File: config.mk
export PLATFORM = sky130hd
export DESIGN_NAME = pkmc_wbmemctrl_regiondec_flat
export DESIGN_NICKNAME = d
export VERILOG_FILES = /design/src/rtl/pkmc_wbmemctrl_regiondec_if.sv /design/src/rtl/pkmc_wbmemctrl_regiondec.sv /design/src/flat_wrapper.sv
export SDC_FILE = /design/constraint.sdc
export NUM_CORES = 1
export LEC_CHECK = 0
export ABC_AREA = 1
export BUFFER_PORTS_ARGS = -buffer_cell sky130_fd_sc_hd__buf_2
export CAP_MARGIN = 20
export CORE_ASPECT_RATIO = 1.5
export CORE_MARGIN = 5
export CORE_UTILIZATION = 51
export CTS_CLUSTER_SIZE = 16
export DETAILED_ROUTE_END_ITERATION = 16
export PLACE_DENSITY = 0.92
export SKIP_CTS_REPAIR_TIMING = 1
export SLEW_MARGIN = 20
export SYNTH_ARGS = -nofsm -noshare
export SYNTH_HDL_FRONTEND = slang
export SYNTH_SLANG_ARGS = --single-unit
export TNS_END_PERCENT = 100
File: constraint.sdc
create_clock -name clk -period 2 [get_ports clk]
set_input_delay 0.4 -clock clk [delete_from_list [all_inputs] [get_ports clk]]
set_output_delay 0.4 -clock clk [all_outputs]
set_load 0.02 [all_outputs]
File: src/rtl/pkmc_wbmemctrl_regiondec_if.sv
// rtl/pkmc_wbmemctrl_regiondec_if.sv - Wishbone slave / memory-controller signal bundle for the region decoder
interface pkmc_wbmemctrl_regiondec_if #(
  parameter int NUM_MEMS = 3,
  parameter int ADDR_W   = 32,
  parameter int SEL_W    = 2
);
  logic                cyc_i;
  logic                stb_i;
  logic [ADDR_W-1:0]   addr_i;
  logic                mem_ack_i;
  logic                refresh_req_i;
  logic                refresh_ack_o;
  logic [NUM_MEMS-1:0] active_o;
  logic [SEL_W-1:0]    mux_sel_o;
  logic                err_o;
  logic                timeout_o;

  // Bus side: drives the Wishbone cycle, memory ack and refresh request.
  modport master (
    output cyc_i, stb_i, addr_i, mem_ack_i, refresh_req_i,
    input  refresh_ack_o, active_o, mux_sel_o, err_o, timeout_o
  );

  // Decoder side.
  modport slave (
    input  cyc_i, stb_i, addr_i, mem_ack_i, refresh_req_i,
    output refresh_ack_o, active_o, mux_sel_o, err_o, timeout_o
  );
endinterface

File: src/rtl/pkmc_wbmemctrl_regiondec.sv
// rtl/pkmc_wbmemctrl_regiondec.sv - Wishbone region decoder, cycle lock, refresh arbiter and bus watchdog
module pkmc_wbmemctrl_regiondec #(
  parameter int                         NUM_MEMS    = 3,
  parameter int                         ADDR_W      = 32,
  parameter int                         SEL_W       = 2,
  parameter logic [NUM_MEMS*ADDR_W-1:0] REGION_BASE = {32'hF000_0000, 32'h0000_0000, 32'h2000_0000},
  parameter logic [NUM_MEMS*ADDR_W-1:0] REGION_MASK = {32'hFF00_0000, 32'hFC00_0000, 32'hFFF0_0000},
  parameter int                         REFRESH_MEM = 1,
  parameter int                         TO_W        = 8,
  parameter int                         TIMEOUT     = 255
) (
  input logic                         clk,
  input logic                         rst_n,
  pkmc_wbmemctrl_regiondec_if.slave   bus
);

  typedef enum logic [1:0] {
    S_IDLE,
    S_ACTIVE,
    S_ERROR,
    S_REFRESH
  } state_t;

  // Watchdog terminal count; only meaningful when TIMEOUT is non-zero.
  localparam logic [TO_W-1:0] WD_LAST = TO_W'(TIMEOUT - 1);

  state_t              r_state;
  logic [SEL_W-1:0]    r_idx;
  logic [SEL_W-1:0]    r_mux_sel;
  logic [TO_W-1:0]     r_wd;
  logic                r_err;
  logic                r_timeout;
  logic                r_refresh_ack;

  logic                w_req;
  logic                w_hit;
  logic [SEL_W-1:0]    w_hit_idx;
  logic                w_wd_expire;
  logic [NUM_MEMS-1:0] w_active;

  assign w_req       = bus.cyc_i & bus.stb_i;
  assign w_wd_expire = (TIMEOUT != 0) && (r_wd == WD_LAST);

  // Base/mask match; scanning from the top down lets the lowest matching index win.
  always_comb begin
    w_hit     = 1'b0;
    w_hit_idx = '0;
    for (int i = NUM_MEMS - 1; i >= 0; i--) begin
      if ((bus.addr_i & REGION_MASK[i*ADDR_W +: ADDR_W]) == REGION_BASE[i*ADDR_W +: ADDR_W]) begin
        w_hit     = 1'b1;
        w_hit_idx = SEL_W'(i);
      end
    end
  end

  // Enable follows the locked region but is withdrawn whenever the master drops stb or cyc.
  always_comb begin
    w_active = '0;
    if (r_state == S_ACTIVE && w_req) begin
      w_active = NUM_MEMS'(1) << r_idx;
    end
  end

  // Cycle FSM: decode in IDLE, lock the region in ACTIVE, one-cycle ERROR, REFRESH only between cycles.
  always_ff @(posedge clk) begin
    if (!rst_n) begin
      r_state       <= S_IDLE;
      r_idx         <= '0;
      r_mux_sel     <= '0;
      r_wd          <= '0;
      r_err         <= 1'b0;
      r_timeout     <= 1'b0;
      r_refresh_ack <= 1'b0;
    end else begin
      r_err     <= 1'b0;
      r_timeout <= 1'b0;
      case (r_state)
        S_IDLE: begin
          if (bus.refresh_req_i) begin
            r_state       <= S_REFRESH;
            r_refresh_ack <= 1'b1;
            r_mux_sel     <= SEL_W'(REFRESH_MEM);
          end else if (w_req) begin
            if (w_hit) begin
              r_state   <= S_ACTIVE;
              r_idx     <= w_hit_idx;
              r_mux_sel <= w_hit_idx;
              r_wd      <= '0;
            end else begin
              r_state <= S_ERROR;
              r_err   <= 1'b1;
            end
          end
        end
        S_ACTIVE: begin
          // An ack in the watchdog terminal cycle still completes the cycle cleanly.
          if (bus.mem_ack_i || !bus.cyc_i) begin
            r_state <= S_IDLE;
          end else if (w_wd_expire) begin
            r_state   <= S_ERROR;
            r_err     <= 1'b1;
            r_timeout <= 1'b1;
          end else if (r_wd != '1) begin
            r_wd <= r_wd + TO_W'(1);
          end
        end
        S_ERROR: begin
          r_state <= S_IDLE;
        end
        S_REFRESH: begin
          if (!bus.refresh_req_i) begin
            r_state       <= S_IDLE;
            r_refresh_ack <= 1'b0;
          end
        end
        default: begin
          r_state <= S_IDLE;
        end
      endcase
    end
  end

  assign bus.active_o      = w_active;
  assign bus.mux_sel_o     = r_mux_sel;
  assign bus.err_o         = r_err;
  assign bus.timeout_o     = r_timeout;
  assign bus.refresh_ack_o = r_refresh_ack;

endmodule

File: src/flat_wrapper.sv
// flat-port wrapper written by rule: the top's interface ports become plain ports
module pkmc_wbmemctrl_regiondec_flat 
#(
  parameter int                         NUM_MEMS    = 3,
  parameter int                         ADDR_W      = 32,
  parameter int                         SEL_W       = 2,
  parameter logic [NUM_MEMS*ADDR_W-1:0] REGION_BASE = {32'hF000_0000, 32'h0000_0000, 32'h2000_0000},
  parameter logic [NUM_MEMS*ADDR_W-1:0] REGION_MASK = {32'hFF00_0000, 32'hFC00_0000, 32'hFFF0_0000},
  parameter int                         REFRESH_MEM = 1,
  parameter int                         TO_W        = 8,
  parameter int                         TIMEOUT     = 255
)
  (clk, rst_n, bus_cyc_i, bus_stb_i, bus_addr_i, bus_mem_ack_i, bus_refresh_req_i, bus_refresh_ack_o, bus_active_o, bus_mux_sel_o, bus_err_o, bus_timeout_o);
  pkmc_wbmemctrl_regiondec_if #(.NUM_MEMS(NUM_MEMS), .ADDR_W(ADDR_W), .SEL_W(SEL_W)) bus_i ();
  input logic clk;
  input logic rst_n;
  input wire logic [$bits(bus_i.cyc_i)-1:0] bus_cyc_i;
  input wire logic [$bits(bus_i.stb_i)-1:0] bus_stb_i;
  input wire logic [$bits(bus_i.addr_i)-1:0] bus_addr_i;
  input wire logic [$bits(bus_i.mem_ack_i)-1:0] bus_mem_ack_i;
  input wire logic [$bits(bus_i.refresh_req_i)-1:0] bus_refresh_req_i;
  output wire logic [$bits(bus_i.refresh_ack_o)-1:0] bus_refresh_ack_o;
  output wire logic [$bits(bus_i.active_o)-1:0] bus_active_o;
  output wire logic [$bits(bus_i.mux_sel_o)-1:0] bus_mux_sel_o;
  output wire logic [$bits(bus_i.err_o)-1:0] bus_err_o;
  output wire logic [$bits(bus_i.timeout_o)-1:0] bus_timeout_o;
  assign bus_i.cyc_i = bus_cyc_i;
  assign bus_i.stb_i = bus_stb_i;
  assign bus_i.addr_i = bus_addr_i;
  assign bus_i.mem_ack_i = bus_mem_ack_i;
  assign bus_i.refresh_req_i = bus_refresh_req_i;
  assign bus_refresh_ack_o = bus_i.refresh_ack_o;
  assign bus_active_o = bus_i.active_o;
  assign bus_mux_sel_o = bus_i.mux_sel_o;
  assign bus_err_o = bus_i.err_o;
  assign bus_timeout_o = bus_i.timeout_o;
  pkmc_wbmemctrl_regiondec #(.NUM_MEMS(NUM_MEMS), .ADDR_W(ADDR_W), .SEL_W(SEL_W), .REGION_BASE(REGION_BASE), .REGION_MASK(REGION_MASK), .REFRESH_MEM(REFRESH_MEM), .TO_W(TO_W), .TIMEOUT(TIMEOUT)) u_core (.clk(clk), .rst_n(rst_n), .bus(bus_i));
endmodule
Word level (Yosys, flattened, before mapping)
Index checks and enable logic that the tools add are counted.
- shift-type cells: 1
- add/sub/neg operators: 1
- reductions and logical operators: 15
- multiplexer cells: 33
- eq/ne operators: 17
- bitwise operators: 2
- operators by type and width (cell ; number):
    2-to-1 mux 8 bit ; 6
    zero test 32 bit ; 1
    2-to-1 mux 2 bit ; 12
    equality test 8 bit (second input constant) ; 2
    case mux 8 bit (2 select lines) ; 1
    equality test 12 x 10 -> 1 bit (second input constant) ; 1
    inequality test 2 bit (second input constant) ; 6
    2-to-1 mux 1 bit ; 10
    AND reduction 3 bit ; 3
    adder 8 x 1 -> 8 bit (second input constant) ; 1
    inequality test 8 bit (second input constant) ; 1
    case mux 2 bit (4 select lines) ; 1
    nonzero test 2 bit ; 4
    AND reduction 7 bit ; 1
    inequality test 3 x 2 -> 1 bit (second input constant) ; 2
    equality test 2 bit (second input constant) ; 2
    inequality test 2 x 1 -> 1 bit (second input constant) ; 2
    case mux 1 bit (2 select lines) ; 2
    AND reduction 4 bit ; 1
    2-to-1 mux 3 bit ; 1
    << shifter 1 x 2 -> 3 bit (first input constant) ; 1
    equality test 2 x 1 -> 1 bit (second input constant) ; 1
    zero test 2 bit ; 1
    AND reduction 2 bit ; 1
    5 further kinds ; 5
- bits in registers: 17
- logic and storage cells: 76

Depth between registers and ports, before layout
- depth in word-level cells: 8
- depth in mapped cells: 12

Worst setup path before layout
OpenSTA, ideal clock, no wires.
- path kind: reg2out
- from: register u_core.r_state[0]
- to: output bus_active_o[0]
- setup slack: 0.439 ns
- buffers on the path: 0
- stages on the path, launching flop included: 5
- data arrival time: 1.161 ns
- cell sequence: dfxtp_1 nand2_4 inv_1 nand2_1 nor3_1
- cells in the longest elaborated chain, start to end: 3
- ends and longest elaborated chain (element ; line ; RTL):
    start: declaration ; pkmc_wbmemctrl_regiondec.sv:27 ; state_t r_state;
    start signal: assignment ; pkmc_wbmemctrl_regiondec.sv:67 ; r_state <= S_IDLE;
    start signal: assignment ; pkmc_wbmemctrl_regiondec.sv:80 ; r_state <= S_REFRESH;
    start signal: assignment ; pkmc_wbmemctrl_regiondec.sv:85 ; r_state <= S_ACTIVE;
    equality test 2 x 1 -> 1 bit ; pkmc_wbmemctrl_regiondec.sv:59 ; if (r_state == S_ACTIVE && w_req) begin
    logical AND 1 bit ; pkmc_wbmemctrl_regiondec.sv:59 ;
    2-to-1 mux 3 bit ; pkmc_wbmemctrl_regiondec.sv:59 ;
    end: declaration ; flat_wrapper.sv:23 ; output wire logic [$bits(bus_i.active_o)-1:0] bus_active_o;
No other way between the ends.

Worst setup path after layout
Ends and elaborated chain as after synthesis.

==> metrics.md <==
| Metric | Value |
|---|---|
| Drt initial violations | 16 |
| Dominant synthesized flop cell | dfxtp_1 |
| DRC viols | 0 |
| Count of pins over their slew limit | 0 |
| Met1 Wirelength | 951 um |
| Measured slew at the worst slew-check pin | 0.307 ns |
| Netlist cell types | 27 |
| Metal3 WL | 92 um |
| Sequential share of the synthesized area | 0.308 |
| # diodes | 0 |
| Mux share of post-synthesis cell area | 0 |
| WL per Instance | 11.0 um |
| Relative slew margins | 0.794 |
| VDD IR-drop max | 0.418 mV |
| Antenna violations before repair | 0 |
| Worst path arrival time | 1.46 ns |
| Vias | 1141 |
| Fin crit share | 0.930 |
| Post-synth EDFFs | 0 |
| Number of nets still failing antenna checks after routing | 0 |
| Vias in the first global route | 1110 |
| Core box area | 0.00205 mm^2 |
| Num ports | 46 |
| Most instantiated cells after synthesis | nand2_1, inv_1, nor2_1 |
| Main combinational cell family by area after synthesis | simple AND/OR/NAND/NOR gates |
| Setup violators final | 0 |
| Clock period minus worst slack | 1.86 ns |
| Worst path required time | 1.60 ns |
| GRT Total Usage | 0.182 |
| WL met2 | 1220 um |
| Worst-path clk slew | 0.10 ns |
| Cell with the most instances after synthesis | nand2_1 |
| Synth Area in Simple Gates | 0.439 |
| Compound-Gate Fraction of Synth Area | 0.113 |
| Final-layout fill cell count | 211 |
| Nets | 237 |
| CP endpoint kind | primary output |
| Total Routed Length | 2410 um |
| Root Driver | clkbuf_4 |
| Final Hold Viols | 0 |
| # port buffers | 25 |
| Largest net degree at the start of global routing | 15 |
| Top cells by area, synth | dfxtp_1, nand2_1, inv_1 |
| Xor-xnor portion of the synthesized cell area | 0 |
| TritonCTS clock tree | built |
| FF-to-FF setup slack | 0.60 ns |
| CP startpoint kind | flop |
| Synth Register Bits | 17 |
| Design Area, Final | 0.00126 mm^2 |
| Final Core Density | 0.612 |
| DRT Pass-1 Iters | 4 |
| Max Clock Skew | 0.00516 ns |
| Critical path peak fanout | 8 |
| Pwr Total | 719 uW |
| Placed cell count | 214 |
| CTS Sinks | 17 |
| Total gr overflow | 0 |
| Synthesis-to-finish area growth | 13.7% |
| Num CTS Buffers | 3 |
| DP HPWL | 1910 um |
| Peak Freq | 537 MHz |
| Hold/Removal Path Class | in2reg |
| Placed Area | 0.00123 mm^2 |
| First-pass GRT wire length | 4220 um |
| Gpl congestion | 0.896 |
| Yosys top cell area share | 0.308 |
| H-tree depth | 1 |
| Post-Synth Adder-Cell Area | 0.0227 |
| Starting density of the core | 0.538 |
| Max Cap Violations | 0 |
| Top layer in use | met4 |
| Clk Latency, worst-skew pair | 0.30 ns |
| Mean Syn Cell Area | 6.50 um^2 |
| Largest area contributor in the netlist | dfxtp_1 |
| Via density per instance | 5.23 |
| Status | finished, final reports clean |
| Cell Area, Synth | 0.00110 mm^2 |
| Leak Pwr | 0.000629 uW |
| Synth async-reset ratio | 0 |
| Die H | 67.0 um |
| Power Density | 572 mW/mm^2 |
| Post-Syn Nets | 210 |
| Yosys warnings | 0 |
| Post-layout instance count excluding filler cells | 218 |
| CTS Buffer Depth | 2 |
| Row cnt | 20 |
| Setup Crit Path Kind | reg2out |
| Layout cell share with drive strength beyond 1 | 0.230 |
| RSZ-0062 raised after global routing | no |
| DIE WIDTH | 48 um |
| Die Area | 0.00322 mm^2 |
| Final setup TNS | 0 ns |
| Post-Synthesis Cells | 170 |
[cells by family (layout without fill, tap and decap cells)]
family,after synthesis,in the layout
compound gates,23,23
fa+ha+maj,2,2
buf+inv,30,56
flops,17,17
simple gates,98,98
[cell type report]
| type | count | area (um^2) | area share |
|---|---|---|---|
| Multi-Input combinational cell | 123 | 636 | 0.506 |
| Sequential cell | 17 | 340 | 0.271 |
| Timing Repair Buffer | 25 | 125 | 0.0996 |
| Inverter | 27 | 101 | 0.0807 |
| Tap cell | 22 | 27.5 | 0.0219 |
| Clock buffer | 4 | 26.3 | 0.0209 |
[final timing paths]
check,from,end,cells after the start
worst min-delay path,rst_n,u_core.r_wd[7],3
worst max register to register,u_core.r_wd[2],u_core.r_wd[7],8
worst max-delay path,u_core.r_state[0],bus_active_o[0],5
worst min register to register,u_core.bus.mux_sel_o[1],u_core.bus.mux_sel_o[1],2
[state kept, by name, indices dropped and copies added, names as in the netlist]
register / count
u_core.bus.mux_sel_o: 2
u_core.r_idx: 2
u_core.bus.err_o: 1
u_core.r_wd: 8
u_core.r_state: 2
u_core.bus.refresh_ack_o: 1
u_core.bus.timeout_o: 1
[critical path: stages (launching register included)]
cell and delay [ns]:
dfxtp_1 0.46, nand2_4 0.13, inv_1 0.14, nand2_1 0.10, nor3_1 0.14, buf_2 0.19
[metrics by stage]
step | hold slack [ns] | setup slack [ns]
6_report | 0.400 | 0.139
5_1_grt | 0.418 | 0.0257
4_1_cts | 0.387 | 0.138
3_5_place_dp | 0.472 | 0.413
3_3_place_gp | 0.459 | 0.422
2_1_floorplan | 0.452 | 0.439
[placed cells by master, fill, tap and decap left out, drive strengths merged, types with 2 or more instances in the layout]
master and count:
nor3b 2, nand4 3, nand3 16, dfxtp 17, nand2 46, buf 25
ha 2, nor3 2, o21ai 4, inv 27, a21oi 15, nor2 26
clkbuf 4
[routing by layer]
metal	up-vias	global-route usage
li1	591	-
met1	505	0.183
met2	34	0.313
met3	11	0.00811
met4	0	0.162
met5	-	0
[power by group]
group	switching [uW]	internal (uW)	leakage, uW	total, uW
clock network	108	77.9	0.0000150	186
logic	106	57.5	0.000476	163
registers	14.8	355	0.000138	369
No activity file was read; power rests on OpenSTA's default activity.
